===== src/rtl/ex2mem_pipe_stage_if.sv =====
// EX->MEM stage bus: beat payload in both directions plus valid/ready, flush and special_change.
// master = EX/MEM environment, slave = the pipeline stage.
interface ex2mem_pipe_stage_if #(
  parameter int unsigned CTRL_W = 16,
  parameter int unsigned DATA_W = 16,
  parameter int unsigned RD_W   = 4
);
  logic              flush;
  logic              in_valid;
  logic              in_ready;
  logic              special_change;
  logic [CTRL_W-1:0] ctrl_in;
  logic [DATA_W-1:0] read1_in;
  logic [DATA_W-1:0] aluormem_in;
  logic [RD_W-1:0]   rd_in;
  logic              out_valid;
  logic              out_ready;
  logic [CTRL_W-1:0] ctrl_out;
  logic [DATA_W-1:0] read1_out;
  logic [DATA_W-1:0] aluormem_out;
  logic [RD_W-1:0]   rd_out;

  modport master (
    output flush, in_valid, special_change, ctrl_in, read1_in, aluormem_in, rd_in, out_ready,
    input  in_ready, out_valid, ctrl_out, read1_out, aluormem_out, rd_out
  );

  modport slave (
    input  flush, in_valid, special_change, ctrl_in, read1_in, aluormem_in, rd_in, out_ready,
    output in_ready, out_valid, ctrl_out, read1_out, aluormem_out, rd_out
  );
endinterface


===== src/rtl/ex2mem_pipe_stage.sv =====
// EX->MEM pipeline register with 2-entry skid buffer, flush, special-change hold and stall counter.
// Optional macro EX2MEM_FWD_EN adds the fwd_valid/fwd_rd/fwd_data forwarding outputs.
module ex2mem_pipe_stage #(
  parameter int unsigned CTRL_W = 16,
  parameter int unsigned DATA_W = 16,
  parameter int unsigned RD_W   = 4,
  parameter int unsigned CNT_W  = 8
) (
  input  logic                clk,
  input  logic                rest,
  ex2mem_pipe_stage_if.slave  bus,
  output logic [CNT_W-1:0]    stall_cnt
`ifdef EX2MEM_FWD_EN
  ,
  output logic                fwd_valid,
  output logic [RD_W-1:0]     fwd_rd,
  output logic [DATA_W-1:0]   fwd_data
`endif
);

  localparam logic [CNT_W-1:0] CNT_MAX = '1;

  typedef struct packed {
    logic [CTRL_W-1:0] ctrl;
    logic [DATA_W-1:0] read1;
    logic [DATA_W-1:0] aluormem;
    logic [RD_W-1:0]   rd;
  } beat_t;

  beat_t             or_q, or_d, sk_q, sk_d, new_beat;
  logic              or_vld_q, or_vld_d, sk_vld_q, sk_vld_d;
  logic              in_ready_q;
  logic [CTRL_W-1:0] ctrl_out_q;
  logic [DATA_W-1:0] last_read1_q, last_read1_d;
  logic [RD_W-1:0]   last_rd_q, last_rd_d;
  logic [CNT_W-1:0]  stall_cnt_q, stall_cnt_d;
  logic              accept, drain;

  assign accept = bus.in_valid & in_ready_q;
  assign drain  = or_vld_q & bus.out_ready;

  // special_change keeps the previous Read1/Rd but takes the new Ctrl/AluOrMem
  always_comb begin
    new_beat.ctrl     = bus.ctrl_in;
    new_beat.aluormem = bus.aluormem_in;
    new_beat.read1    = bus.special_change ? last_read1_q : bus.read1_in;
    new_beat.rd       = bus.special_change ? last_rd_q : bus.rd_in;
  end

  always_comb begin
    or_d         = or_q;
    or_vld_d     = or_vld_q;
    sk_d         = sk_q;
    sk_vld_d     = sk_vld_q;
    last_read1_d = last_read1_q;
    last_rd_d    = last_rd_q;
    stall_cnt_d  = stall_cnt_q;

    // OR free or draining: refill from SK first to keep FIFO order, else from input
    if (!or_vld_q || drain) begin
      if (sk_vld_q) begin
        or_d     = sk_q;
        or_vld_d = 1'b1;
        sk_vld_d = 1'b0;
      end else if (accept) begin
        or_d     = new_beat;
        or_vld_d = 1'b1;
      end else begin
        or_vld_d = 1'b0;
      end
    end else if (accept) begin
      sk_d     = new_beat;
      sk_vld_d = 1'b1;
    end

    if (accept && !bus.special_change) begin
      last_read1_d = bus.read1_in;
      last_rd_d    = bus.rd_in;
    end

    // flush kills everything but leaves the visible data fields holding their old values
    if (bus.flush) begin
      or_d     = or_q;
      sk_d     = sk_q;
      or_vld_d = 1'b0;
      sk_vld_d = 1'b0;
    end

    if (or_vld_q && !bus.out_ready && (stall_cnt_q != CNT_MAX)) begin
      stall_cnt_d = stall_cnt_q + CNT_W'(1);
    end
  end

  always_ff @(posedge clk) begin
    if (!rest) begin
      or_q         <= '0;
      sk_q         <= '0;
      or_vld_q     <= 1'b0;
      sk_vld_q     <= 1'b0;
      in_ready_q   <= 1'b1;
      ctrl_out_q   <= '0;
      last_read1_q <= '0;
      last_rd_q    <= '0;
      stall_cnt_q  <= '0;
    end else begin
      or_q         <= or_d;
      sk_q         <= sk_d;
      or_vld_q     <= or_vld_d;
      sk_vld_q     <= sk_vld_d;
      in_ready_q   <= ~sk_vld_d;
      ctrl_out_q   <= or_vld_d ? or_d.ctrl : '0;
      last_read1_q <= last_read1_d;
      last_rd_q    <= last_rd_d;
      stall_cnt_q  <= stall_cnt_d;
    end
  end

  assign bus.in_ready     = in_ready_q;
  assign bus.out_valid    = or_vld_q;
  assign bus.ctrl_out     = ctrl_out_q;
  assign bus.read1_out    = or_q.read1;
  assign bus.aluormem_out = or_q.aluormem;
  assign bus.rd_out       = or_q.rd;
  assign stall_cnt        = stall_cnt_q;

`ifdef EX2MEM_FWD_EN
  assign fwd_valid = or_vld_q & ctrl_out_q[0];
  assign fwd_rd    = or_q.rd;
  assign fwd_data  = or_q.aluormem;
`endif

endmodule

===== src/flat_wrapper.sv =====
// flat-port wrapper written by rule: the top's interface ports become plain ports
module ex2mem_pipe_stage_flat 
#(
  parameter int unsigned CTRL_W = 16,
  parameter int unsigned DATA_W = 16,
  parameter int unsigned RD_W   = 4,
  parameter int unsigned CNT_W  = 8
)
  (clk, rest, stall_cnt, bus_flush, bus_in_valid, bus_special_change, bus_ctrl_in, bus_read1_in, bus_aluormem_in, bus_rd_in, bus_out_ready, bus_in_ready, bus_out_valid, bus_ctrl_out, bus_read1_out, bus_aluormem_out, bus_rd_out);
  ex2mem_pipe_stage_if #(.CTRL_W(CTRL_W), .DATA_W(DATA_W), .RD_W(RD_W)) bus_i ();
  input  logic clk;
  input  logic rest;
  output logic [CNT_W-1:0] stall_cnt;
  input wire logic [$bits(bus_i.flush)-1:0] bus_flush;
  input wire logic [$bits(bus_i.in_valid)-1:0] bus_in_valid;
  input wire logic [$bits(bus_i.special_change)-1:0] bus_special_change;
  input wire logic [$bits(bus_i.ctrl_in)-1:0] bus_ctrl_in;
  input wire logic [$bits(bus_i.read1_in)-1:0] bus_read1_in;
  input wire logic [$bits(bus_i.aluormem_in)-1:0] bus_aluormem_in;
  input wire logic [$bits(bus_i.rd_in)-1:0] bus_rd_in;
  input wire logic [$bits(bus_i.out_ready)-1:0] bus_out_ready;
  output wire logic [$bits(bus_i.in_ready)-1:0] bus_in_ready;
  output wire logic [$bits(bus_i.out_valid)-1:0] bus_out_valid;
  output wire logic [$bits(bus_i.ctrl_out)-1:0] bus_ctrl_out;
  output wire logic [$bits(bus_i.read1_out)-1:0] bus_read1_out;
  output wire logic [$bits(bus_i.aluormem_out)-1:0] bus_aluormem_out;
  output wire logic [$bits(bus_i.rd_out)-1:0] bus_rd_out;
  assign bus_i.flush = bus_flush;
  assign bus_i.in_valid = bus_in_valid;
  assign bus_i.special_change = bus_special_change;
  assign bus_i.ctrl_in = bus_ctrl_in;
  assign bus_i.read1_in = bus_read1_in;
  assign bus_i.aluormem_in = bus_aluormem_in;
  assign bus_i.rd_in = bus_rd_in;
  assign bus_i.out_ready = bus_out_ready;
  assign bus_in_ready = bus_i.in_ready;
  assign bus_out_valid = bus_i.out_valid;
  assign bus_ctrl_out = bus_i.ctrl_out;
  assign bus_read1_out = bus_i.read1_out;
  assign bus_aluormem_out = bus_i.aluormem_out;
  assign bus_rd_out = bus_i.rd_out;
  ex2mem_pipe_stage #(.CTRL_W(CTRL_W), .DATA_W(DATA_W), .RD_W(RD_W), .CNT_W(CNT_W)) u_core (.clk(clk), .rest(rest), .bus(bus_i), .stall_cnt(stall_cnt));
endmodule

===== config.mk =====
export PLATFORM = sky130hd
export DESIGN_NAME = ex2mem_pipe_stage_flat
export DESIGN_NICKNAME = d
export VERILOG_FILES = /design/src/rtl/ex2mem_pipe_stage_if.sv /design/src/rtl/ex2mem_pipe_stage.sv /design/src/flat_wrapper.sv
export SDC_FILE = /design/constraint.sdc
export NUM_CORES = 1
export LEC_CHECK = 0
export CAP_MARGIN = 20
export CORE_ASPECT_RATIO = 1.75
export CORE_MARGIN = 8
export CORE_UTILIZATION = 45
export CTS_CLUSTER_SIZE = 24
export DETAILED_ROUTE_END_ITERATION = 8
export MAX_ROUTING_LAYER = met4
export PLACE_DENSITY = 0.7
export SETUP_SLACK_MARGIN = 0.3
export SLEW_MARGIN = 20
export SYNTH_ARGS = -nofsm -noshare
export SYNTH_HDL_FRONTEND = slang
export SYNTH_SLANG_ARGS = --single-unit

===== constraint.sdc =====
create_clock -name clk -period 3 [get_ports clk]
set_input_delay 0.6 -clock clk [delete_from_list [all_inputs] [get_ports clk]]
set_output_delay 0.6 -clock clk [all_outputs]
set_load 0.05 [all_outputs]

-- After elaboration in Yosys (flattened, before gate mapping)
Index checks and enable logic that the tools add are counted.
- word-level logic and storage cells: 46
- output and inout bits: 62
- flip-flop bits (word level): 151
- input bits: 58
- equality and inequality tests: 1
- bitwise gates (word level): 5
- $add $sub $neg: 1
- mux-type cells: 13
- reduce and logical (&&, ||, !) cells: 11
- operator list (operator ; count):
    2-to-1 mux 52 bit ; 4
    2-to-1 mux 16 bit ; 1
    adder 8 x 1 -> 8 bit (second input constant) ; 1
    != test 8 bit (second input constant) ; 1
    2-to-1 mux 1 bit ; 7
    AND reduction 3 bit ; 2
    2-to-1 mux 4 bit ; 1
    logical AND 1 bit ; 3
    logical NOT 1 bit ; 3
    NOT 1 bit ; 3
    bitwise AND 1 bit ; 2
    AND reduction 2 bit ; 1
    nonzero test 2 bit ; 1
    logical OR 1 bit ; 1

-- Logic depth before layout (Yosys ltp)
Gate-level depths: netlist (run 1).
- depth in word-level cells: 6
- gate-level depth with buffers: 7
- gate-level depth less buffers: 4

-- Least setup slack after synthesis (run 1)
No wires, ideal clock.
- path kind: register to register
- start: register u_core.in_ready_q, in the netlist u_core.bus.in_ready
- end: register u_core.or_q[50] in the netlist's numbering
- data required time: 2883 ps
- period minus slack after synthesis: 1806 ps
- path buffers: 1
- arrival: 1689 ps
- library setup time: 117 ps
- stages on the path, launching flop included: 5
- setup slack: 1194 ps
- path through: dfxtp_1 -> nand3b_1 -> buf_2 -> or4_1 -> and4b_1
- longest elaborated chain between the ends: 5
- ends and longest elaborated chain (item ; RTL line ; RTL):
    start, declared ; ex2mem_pipe_stage.sv:32 ; logic in_ready_q;
    start signal, assigned ; ex2mem_pipe_stage.sv:110 ; in_ready_q <= ~sk_vld_d;
    bitwise AND 1 bit ; ex2mem_pipe_stage.sv:39 ; assign accept = bus.in_valid & in_ready_q;
    2-to-1 mux 52 bit ; ex2mem_pipe_stage.sv:65 ; end else if (accept) begin
    2-to-1 mux 52 bit ; ex2mem_pipe_stage.sv:61 ; if (sk_vld_q) begin
    2-to-1 mux 52 bit ; ex2mem_pipe_stage.sv:60 ; if (!or_vld_q || drain) begin
    2-to-1 mux 52 bit ; ex2mem_pipe_stage.sv:82 ; if (bus.flush) begin
    end signal, assigned ; ex2mem_pipe_stage.sv:106 ; or_q <= or_d;
    end, declared ; ex2mem_pipe_stage.sv:30 ; beat_t or_q, or_d, sk_q, sk_d, new_beat;
No other way between the ends. The select of a mux whose other input is x is not followed.
A chain may end at the register's enable or synchronous reset.

-- Worst setup path in the final report (run 1)
- start: register u_core.or_vld_q, in the netlist u_core.bus.out_valid
- end: output port bus_out_valid
- RTL lines (item ; RTL line ; RTL):
    start, declared ; ex2mem_pipe_stage.sv:31 ; logic or_vld_q, or_vld_d, sk_vld_q, sk_vld_d;
    start signal, assigned ; ex2mem_pipe_stage.sv:108 ; or_vld_q <= or_vld_d;
    end, declared ; flat_wrapper.sv:23 ; output wire logic [$bits(bus_i.out_valid)-1:0] bus_out_valid;
No word-level cell between the ends.

==> impl_results.md, run 1 <==
- H-tree Lvls: 4
- First-pass GRT wire length: 32790 um
- Initial antenna violation count: 1
- Final Worst Setup Slack: 0.6274 ns
- Clock slew at reported path FFs: around 0.06 ns
- Final hold vios: 0
- Post-Syn Area: between 6000 and 7000 um^2
- Delay-heaviest family, CP: buffers and inverters
- Total Routing Usage GR: 21.36%
- Leakage power: 2.847 nW
- Top FF cell, synth: dfxtp_1
- Pre-CTS setup slack: 0.3734 ns
- Setup TNS: 0 ns
- Mapped Avg Cell Area: 9.236 um^2
- RSZ-0062 raised after global routing: no
- Sink Count: 151
- Worst reg2reg path startpoint: u_core.bus.in_ready
- Max-slew violation count: 0
- CP max FO: 8
- Register area share after synthesis: 43.82%
- Post-synth top area share: 43.82%
- Most frequent cell after synthesis: dfxtp_1
- FF+latch count, synth: between 150 and 200
- GPL Wtd Cong: approximately 0.8
- Setup violators final: 0
- Async S/R FF share, synth: 0%
- Placed insts: 958
- Die Area: 19710 um^2
- Slowest stage delay, CP: 0.87 ns
- Post-synth EDFFs: 0
- Synth top cells by count: dfxtp_1 (151), a21oi_1 (73), a31oi_1 (49)
- Io pins: 120
- R2r endpoint: u_core.or_q[47]
- Clock Skews: 0.007874 ns
- PostCTS Resize Cnt: 0
- Crit path required time: 2.40 ns
- Die Ht: 179.8 um
- Antenna-violating nets left: 0
- Cell types occupying the most area after synthesis: dfxtp_1 (44%), a211oi_2 (5.4%), a21oi_1 (5.3%)
- Worst Reg-to-Reg Cells: 3
- Total grt overflow: 0
- Cell breakdown of the critical path: clkdlybuf4s50_1
- Port Buffer Count: 119
- Max IR drop VDD: 0.3459 mV
- Fillers: between 1000 and 1500
- Max Root-Sink Buffers: 2
- Num CTS Buffers: 17
- Core Area: 15160 um^2
- Net Count, Synth: ~810
- Hold Path Class: reg2reg
- Period utilization: 79.09%
- Final wirelength: 20470 um
- Starting Density: roughly 45%
- DR WL/cell: between 20 and 25 um
- Tmin final: between 2 and 2.5 ns
- Chip width: 109.6 um
- Worst Setup SP: u_core.bus.out_valid
- Ys Warns: 0
- Final Non-Filler Cells: 991
- Worst Setup End Kind: primary output
- CTS tree: yes
- Worst reg-to-reg setup slack: 1.10 ns
- CP Launch Type: flop
- Status: completed
- Vias in the first global route: 6507
- WHS: 0.4537 ns
- Setup CP Type: reg2out
- Placed cell area: around 8000 um^2
- Clk_lat worst skew: 0.42 ns
- Cts hold-fix bufs: 0
- CP bufs+invs: 1
- Power, Total: around 5 mW
- CTS root buffer: clkbuf_16
- Layout Nets: 850
- Yosys top cell by area: dfxtp_1
- Critical path data arrival time: 1.77 ns
- Critical path's slowest cell: clkdlybuf4s50_1
- Area delta synth->final: 22.96%
- PD cells: between 500 and 600 nW/um^2
- Max transition margin: 42.61%
- # rows: 60
- Share of post-route cells with drive strength above 1: 15.17%
- Final Util: 55.94%
- Setup Fix Bufs, Post-CTS: 0
- Maximum Capacitance Violations: 0
- CP endpoint: bus_out_valid
- Peak Freq: 0.4215 GHz
- Drt first-iter violations: 471
- Vias: about 6200
- Critical path depth: 1
- Netlist cell types: 42
- Vias/cell: 6.255
- Drt drc: 0
- HPWL Detailed: 13150 um
- Drt pass-1 iters: 5
- Worst-Margin Slew: 0.8609 ns
- Pin count of the biggest net entering global routing: between 60 and 70
- Post-route design area: approximately 8500 um^2
- Cells after Synth: 747
[worst min-delay path by stage]
stage / startpoint / end / slack [ns] / cells past startpoint
finish: u_core.last_read1_q[15] / u_core.last_read1_q[15] / 0.45 / 2
global route: u_core.last_read1_q[15] / u_core.last_read1_q[15] / 0.47 / 2
CTS: u_core.last_read1_q[15] / u_core.last_read1_q[15] / 0.46 / 2
detailed placement: u_core.last_read1_q[15] / u_core.last_read1_q[15] / 0.45 / 2
global placement: u_core.last_read1_q[14] / u_core.last_read1_q[14] / 0.44 / 2
floorplan: u_core.last_rd_q[0] / u_core.last_rd_q[0] / 0.43 / 2
[cell families (layout without fill, tap and decap cells)]
| logic type | after synthesis | count (layout) | synth area share (%) |
|---|---|---|---|
| muxes | 25 | 25 | 3.990 |
| other | 0 | 1 | 0 |
| adders and majority gates | 1 | 1 | 0.1813 |
| and+or+nand+nor | 201 | 201 | 17.30 |
| buffers and inverters | 125 | 182 | 9.884 |
| DFF | 151 | 151 | 43.82 |
| AOI/OAI and AO/OA | 244 | 244 | 24.83 |
[power by group]
part | internal [mW] | switching [mW] | total [mW]
Combinational | 0.267 | 0.432 | 0.699
Sequential | 2.08 | 0.0400 | 2.12
Clock | 1.35 | 0.833 | 2.19
Total | 3.70 | 1.31 | 5.01
[state kept, by name (all words and copies together), names as in the netlist]
signal                   flops
u_core.bus.read1_out        16
u_core.last_read1_q         16
u_core.stall_cnt             8
u_core.bus.rd_out            4
u_core.last_rd_q             4
u_core.bus.in_ready          1
u_core.sk_vld_q              1
u_core.bus.ctrl_out         16
u_core.bus.out_valid         1
u_core.bus.aluormem_out     16
u_core.or_q                 16
u_core.sk_q                 52
[cell usage in the layout, fill, tap and decap left out, types with 5 or more instances in the layout]
master | netlist | routed
dfxtp_1 | 151 | 150
clkdlybuf4s50_1 | 0 | 118
a21oi_1 | 73 | 73
a31oi_1 | 49 | 49
nand2_1 | 48 | 48
nor3_1 | 45 | 45
a22oi_1 | 36 | 36
o21ai_0 | 34 | 34
nand3_1 | 34 | 34
a211oi_2 | 30 | 30
mux2_2 | 20 | 20
buf_4 | 40 | 20
clkbuf_16 | 0 | 17
and4b_1 | 13 | 12
or4_1 | 11 | 11
or3_1 | 11 | 11
nor4bb_1 | 11 | 11
a211oi_1 | 8 | 8
inv_1 | 8 | 7
a2111oi_2 | 7 | 7
nor4_1 | 6 | 6
mux2i_1 | 5 | 5
[tightest hold or removal path, cell delays in order, from the launching register on]
cell and delay [ns]:
dfxtp_1 0.31, nand2_1 0.05, a21oi_1 0.05
[final cells by class]
class	instances	area (um^2)	area share [%]
Clock buffer	21	460.4	5.428
Inverter	9	37.54	0.4425
Sequential cell	151	3024	35.65
Tap cell	186	232.7	2.743
Clock inverter	11	148.9	1.755
Timing Repair Buffer	141	1376	16.22
Antenna cell	1	2.502	0.02950
Multi-Input combinational cell	471	3201	37.73
[layer usage]
layer  vias up  track usage [%]  routed length [um]
met1      3029            21.81                7557
met5         -                -                   0
met2       267            36.74               11060
met4         0            11.14                 677
met3        48            4.620                1176
li1       2855                -                   -
No activity file was read; power rests on OpenSTA's default activity.
==> inputs of run 2 (changes only) <==
--- a/config.mk
+++ b/config.mk
@@ -12,7 +12,7 @@
 export CTS_CLUSTER_SIZE = 24
 export DETAILED_ROUTE_END_ITERATION = 8
 export MAX_ROUTING_LAYER = met4
-export PLACE_DENSITY = 0.7
+export PLACE_DENSITY = 0.72
 export SETUP_SLACK_MARGIN = 0.3
 export SLEW_MARGIN = 20
 export SYNTH_ARGS = -nofsm -noshare
==> constraint.sdc (replaced) <==
create_clock -name clk -period 2.05 [get_ports clk]
set_input_delay 0.41 -clock clk [delete_from_list [all_inputs] [get_ports clk]]
set_output_delay 0.41 -clock clk [all_outputs]
set_load 0.05 [all_outputs]
==> run 2 against run 1 <==
Against the previous run: die area unchanged; cell area grew 3.0%; highest routed layer unchanged; wire length fell by 2.4%.
==> impl_results.md, run 2 (synthesis gave the netlist of run 1 again) <==
- Cell breakdown of the critical path: clkdlybuf4s15_1
- Core Area: 15160 um^2 (unchanged)
- Delay-heaviest family, CP: buffers and inverters
- CP Launch Type: flop
- Max IR drop VDD: 0.5663 mV (+64%)
- Pre-CTS setup slack: -0.05107 ns (-0.4244 ns)
- HPWL Detailed: 13520 um (+2.8%)
- Max-slew violation count: 0 (unchanged)
- DR WL/cell: 19.88 um (-3.8%)
- Clock slew at reported path FFs: 0.06 ns (about the same)
- Placed insts: 975 (+1.8%)
- Drt drc: 0 (unchanged)
- Sink Count: 151 (unchanged)
- Slowest stage delay, CP: 0.52 ns (-0.35 ns)
- Leakage power: 3.167 nW (+11%)
- Port Buffer Count: 119 (unchanged)
- Tmin final: 1.727 ns
- Critical path's slowest cell: clkdlybuf4s15_1
- Die Ht: 179.8 um (unchanged)
- Total grt overflow: 0 (unchanged)
- NetSw: 1.875 mW (+44%)
- CP bufs+invs: 1 (unchanged)
- HP Start: u_core.last_read1_q[7]
- Largest register FFs: 52 (unchanged)
- Power, Total: 7.558 mW (+51%)
- Clock Skews: 0.007645 ns (-0.0002291 ns)
- Final wirelength: 19980 um (-2.4%)
- Max Root-Sink Buffers: 2 (unchanged)
- Period utilization: 84.23%
- First-pass GRT wire length: 32270 um (-1.6%)
- CP max FO: 2 (-6)
- Final Non-Filler Cells: 1005 (+1.4%)
- Layout Nets: 867 (+2.0%)
- Top reg by flops: u_core.sk_q
- GPL Wtd Cong: 0.8274 (+2.6%)
- Vias/cell: 6.106 (-2.4%)
- Commonest non-fill, non-tap cell in the layout: dfxtp_1
- Vias in the first global route: 6230 (-4.3%)
- Worst reg-to-reg setup slack: 0.53 ns (-0.57 ns)
- Worst Reg-to-Reg Cells: 4 (+1)
- R2r endpoint: u_core.or_q[48]
- Drt pass-1 iters: 6 (+1)
- Switching share of power: 24.80% (-1.3 points)
- CTS root buffer: clkbuf_16
- Starting Density: 45.50% (unchanged)
- Post-route design area: 8737 um^2 (+3.0%)
- Chip width: 109.6 um (unchanged)
- Reg power frac: 41.1% (-1.3 points)
- Placed cell area: 8123 um^2 (+3.2%)
- Num CTS Buffers: 17 (unchanged)
- Status: completed
- WHS: 0.4506 ns (-0.003142 ns)
- CTS tree: yes
- # rows: 60 (unchanged)
- Final Worst Setup Slack: 0.3233 ns (-0.3041 ns)
- Internal: 5.683 mW (+54%)
- Setup CP Type: reg2out
- RSZ-0062 raised after global routing: no
- Worst Setup End Kind: primary output
- Pin count of the biggest net entering global routing: 43 (-38%)
- Commonest cells after routing, fill and taps aside: dfxtp_1 (149), a21oi_1 (73), clkdlybuf4s50_1 (55), a31oi_1 (49), nand2_1 (48)
- Area delta synth->final: 26.64%
- Worst-Margin Slew: 0.5207 ns (-0.3401 ns)
- Worst reg2reg path startpoint: u_core.sk_vld_q
- Total Routing Usage GR: 20.90% (-0.46 points)
- Drt first-iter violations: 431 (-8.5%)
- Max transition margin: 65.42% (+23 points)
- Comb pwr share: 13.7% (-0.3 points)
- Clk_lat worst skew: 0.41 ns (about the same)
- H-tree Lvls: 4 (unchanged)
- Setup violators final: 0 (unchanged)
- Cts hold-fix bufs: 0 (unchanged)
- Maximum Capacitance Violations: 0 (unchanged)
- Initial antenna violation count: 0 (-1)
- Crit path required time: 1.64 ns (-0.76 ns)
- Critical path data arrival time: 1.32 ns (-0.45 ns)
- Clock share of power: 45.2% (+1.5 points)
- Worst Hold Depth: 2 (unchanged)
- Vias: 6137 (-1.0%)
- Hold Path Class: reg2reg
- Peak Freq: 0.5792 GHz
- Hold Path Sink: u_core.last_read1_q[7]
- Antenna-violating nets left: 0 (unchanged)
- Io pins: 120 (unchanged)
- Share of post-route cells with drive strength above 1: 19.54% (+4.4 points)
- Final hold vios: 0 (unchanged)
- Ant. Diodes: 0 (-1)
- Fillers: 1332 (+0.45%)
- PD cells: 865.1 nW/um^2 (+47%)
- Die Area: 19710 um^2 (unchanged)
[run 2: repair_timing]
action,4_1_cts,5_1_grt
buffers inserted,0,0
endpoints found under the setup margin,56,11
gates resized for setup,86,12
[run 2: layout make-up]
class / instances / area (um^2) / area share, %
clock buffer: 21 / 470.5 / 5.385
clock inverter: 9 / 172.7 / 1.976
inverter: 9 / 37.54 / 0.4296
multi-input combinational: 471 / 3201 / 36.63
sequential: 151 / 3025 / 34.63
tap: 186 / 232.7 / 2.664
timing repair buffer: 158 / 1598 / 18.29
[run 2: how the worst max path moves through the flow]
| stage | from | endpoint | slack (ns) | cells past startpoint |
|---|---|---|---|---|
| final | u_core.bus.aluormem_out[6] | bus_aluormem_out[6] | 0.32 | 1 |
| after global routing | u_core.bus.read1_out[9] | bus_read1_out[9] | 0.30 | 1 |
| after CTS | u_core.stall_cnt[5] | stall_cnt[5] | 0.22 | 1 |
| after detailed placement | bus_out_ready | u_core.bus.ctrl_out[15] | -0.05 | 4 |
| after global placement | bus_out_ready | u_core.or_q[43] | -0.0004 | 5 |
| after floorplan | u_core.bus.in_ready | u_core.or_q[50] | 0.47 | 4 |
[run 2: metal layers]
layer / GRT usage, % / wire (um) / up-vias
met5: - / 0 / -
met2: 36.11 / 10930 / 237
met1: 22.16 / 7442 / 2980
met4: 7.826 / 418 / 0
li1: - / - / 2889
met3: 4.979 / 1181 / 31
[run 2: power by group through the flow]
stage | Sequential (mW) | Clock (mW) | Combinational (mW)
after floorplan | 3.18 | 0 | 0.686
final | 3.11 | 3.42 | 1.04
after global routing | 3.11 | 3.59 | 1.10
after CTS | 3.10 | 3.47 | 1.04
after detailed placement | 3.17 | 0 | 1.06
after global placement | 3.17 | 0 | 1.04
[run 2: per-stage QoR]
stage / setup TNS [ns] / util [%]
CTS: 0 / 57.59
global placement: -0.0004283 / 53.56
global route: 0 / 57.62
finish: 0 / 57.62
detailed placement: -0.3174 / 53.56
floorplan: 0 / -
==> inputs of run 3 (changes only) <==
--- a/config.mk
+++ b/config.mk
@@ -12,7 +12,7 @@
 export CTS_CLUSTER_SIZE = 24
 export DETAILED_ROUTE_END_ITERATION = 8
 export MAX_ROUTING_LAYER = met4
-export PLACE_DENSITY = 0.72
+export PLACE_DENSITY = 0.7
 export SETUP_SLACK_MARGIN = 0.3
 export SLEW_MARGIN = 20
 export SYNTH_ARGS = -nofsm -noshare
==> constraint.sdc (replaced) <==
create_clock -name clk -period 1.6 [get_ports clk]
set_input_delay 0.32 -clock clk [delete_from_list [all_inputs] [get_ports clk]]
set_output_delay 0.32 -clock clk [all_outputs]
set_load 0.05 [all_outputs]
==> run 3 against run 2 <==
Against the previous run: die area unchanged; register-to-register slack worse by 0.53 ns; combinational power rose by 90%; sequential power is 29% higher; non-clock buffer count up 73.
==> impl_results.md, run 3 (synthesis gave the netlist of run 1 again) <==
- Total grt overflow: 0 (unchanged)
- Grt met1 use: 26.50% (+4.3 points)
- Placed insts: 995 (+2.1%)
- Placed cell area: 8338 um^2 (+2.6%)
- Max IR drop VDD: 0.7954 mV (+40%)
- GPL Wtd Cong: 0.8675 (+4.8%)
- Die Area: 19710 um^2 (unchanged)
- Status: completed
- Leakage power: 4.060 nW (+28%)
- Worst Setup End Kind: flop
- Commonest non-fill, non-tap cell in the layout: dfxtp_1
- Chip width: 109.6 um (unchanged)
- RSZ-0062 raised after global routing: yes
- Share of post-route cells with drive strength above 1: 56.71% (+37 points)
- First-pass GRT wire length: 40340 um (+25%)
- Max Root-Sink Buffers: 2 (unchanged)
- Clock slew at reported path FFs: 0.06 ns (about the same)
- Setup TNS: 0 ns (unchanged)
- Initial antenna violation count: 0 (unchanged)
- Port Buffer Count: 119 (unchanged)
- WHS: 0.4551 ns (+0.004576 ns)
- H-tree Lvls: 4 (unchanged)
- Slowest stage delay, CP: 0.43 ns (-0.09 ns)
- Critical path's slowest cell: or4_1
- Routing usage on met2: 45.86% (+9.7 points)
- Fillers: 834 (-37%)
- Final Worst Setup Slack: 0.004389 ns (-0.3189 ns)
- Global route hottest layer: met2
- Final Non-Filler Cells: 1080 (+7.5%)
- Pre-CTS setup slack: -0.5119 ns (-0.4608 ns)
- Drt first-iter violations: 492 (+14%)
- Vias: 7237 (+18%)
- Commonest cells after routing, fill and taps aside: dfxtp_1 (106), clkdlybuf4s50_1 (53), buf_6 (50), nand2_1 (48), a21oi_1 (47)
- Vias/cell: 6.701 (+9.7%)
- Peak Freq: 0.6267 GHz
- Antenna-violating nets left: 0 (unchanged)
- Total Routing Usage GR: 26.84% (+5.9 points)
- Period utilization: 99.73%
- Cts hold-fix bufs: 0 (unchanged)
- CTS tree: yes
- Final hold vios: 0 (unchanged)
- CTS root buffer: clkbuf_16
- Starting Density: 45.50% (unchanged)
- Io pins: 120 (unchanged)
- Setup CP Type: reg2reg
- Cell breakdown of the critical path: nand3b_1 -> buf_4 -> or4_1 -> and4b_1
- Drt pass-1 iters: 7 (+1)
- Final wirelength: 29130 um (+46%)
- DR WL/cell: 26.97 um (+36%)
- Sink Count: 151 (unchanged)
- Power, Total: 10.03 mW (+33%)
- Max transition margin: 49.96% (-15 points)
- Num CTS Buffers: 17 (unchanged)
- Core Area: 15160 um^2 (unchanged)
- Max-slew violation count: 0 (unchanged)
- PD cells: 860.9 nW/um^2 (-0.48%)
- Crit path required time: 1.91 ns (+0.27 ns)
- Top reg by flops: u_core.sk_q
- CP Launch Type: flop
- Maximum Capacitance Violations: 0 (unchanged)
- Area delta synth->final: 68.88%
- Final Util: 76.83% (+19 points)
- Drt drc: 0 (unchanged)
- HPWL Detailed: 14230 um (+5.2%)
- Clk_lat worst skew: 0.43 ns (+0.02 ns)
- Ant. Diodes: 0 (unchanged)
- Largest register FFs: 52 (unchanged)
- Post-route design area: 11650 um^2 (+33%)
- Die Ht: 179.8 um (unchanged)
- Worst-Margin Slew: 0.7506 ns (+0.2299 ns)
- Critical path data arrival time: 1.91 ns (+0.59 ns)
- CP max FO: 9 (+7)
- Vias in the first global route: 7445 (+20%)
- Met3 Use GR: 4.907% (-0.072 points)
- Setup violators final: 0 (unchanged)
- Tmin final: between 1.5 and 2 ns
- Clock Skews: 0.01265 ns (+0.005003 ns)
- Layout Nets: 940 (+8.4%)
- # rows: 60 (unchanged)
- Pin count of the biggest net entering global routing: 53 (+23%)
- Hold Path Class: reg2reg
## run 3: path summary, 6_finish.rpt
| kind | from | to | slack, ns | cells after the start |
|---|---|---|---|---|
| max | u_core.sk_vld_q | u_core.or_q[49] | 0.004 | 4 |
| min reg2reg | u_core.last_read1_q[7] | u_core.last_read1_q[7] | 0.46 | 2 |
| min | u_core.last_read1_q[7] | u_core.last_read1_q[7] | 0.46 | 2 |
| max reg2reg | u_core.sk_vld_q | u_core.or_q[49] | 0.004 | 4 |
## run 3: area by class of cell
type / instances / area, um^2 / share of cell area (%)
tap: 186 / 232.7 / 1.997
sequential: 151 / 3109 / 26.69
clock buffer: 20 / 456.7 / 3.920
clock inverter: 12 / 126.4 / 1.085
timing repair buffer: 231 / 3137 / 26.92
multi-input combinational: 471 / 4552 / 39.07
inverter: 9 / 37.54 / 0.3222
## run 3: timing repair
item                       in CTS  in global routing
setup buffers                  22                  7
cloned                         23                  1
resized for setup             258                172
pin swaps                      89                 52
setup endpoints to repair     159                156
hold endpoints to repair        0                  0
## run 3: power breakdown
| part | switching [mW] | internal (mW) | total, mW |
|---|---|---|---|
| Sequential | 0.129 | 3.90 | 4.02 |
| Combinational | 1.11 | 0.873 | 1.98 |
| Clock | 1.65 | 2.37 | 4.02 |
## run 3: critical path: cells and delay by family (launching register included)
family        cells  cell delay (ns)
buf+inv           1             0.24
flops             1             0.32
simple gates      3             0.92
## run 3: layer usage
metal  vias up  wire length [um]
met3       176              1815
met4         0              2203
met5         -                 0
met2       452             15370
li1       3054                 -
met1      3555              9741
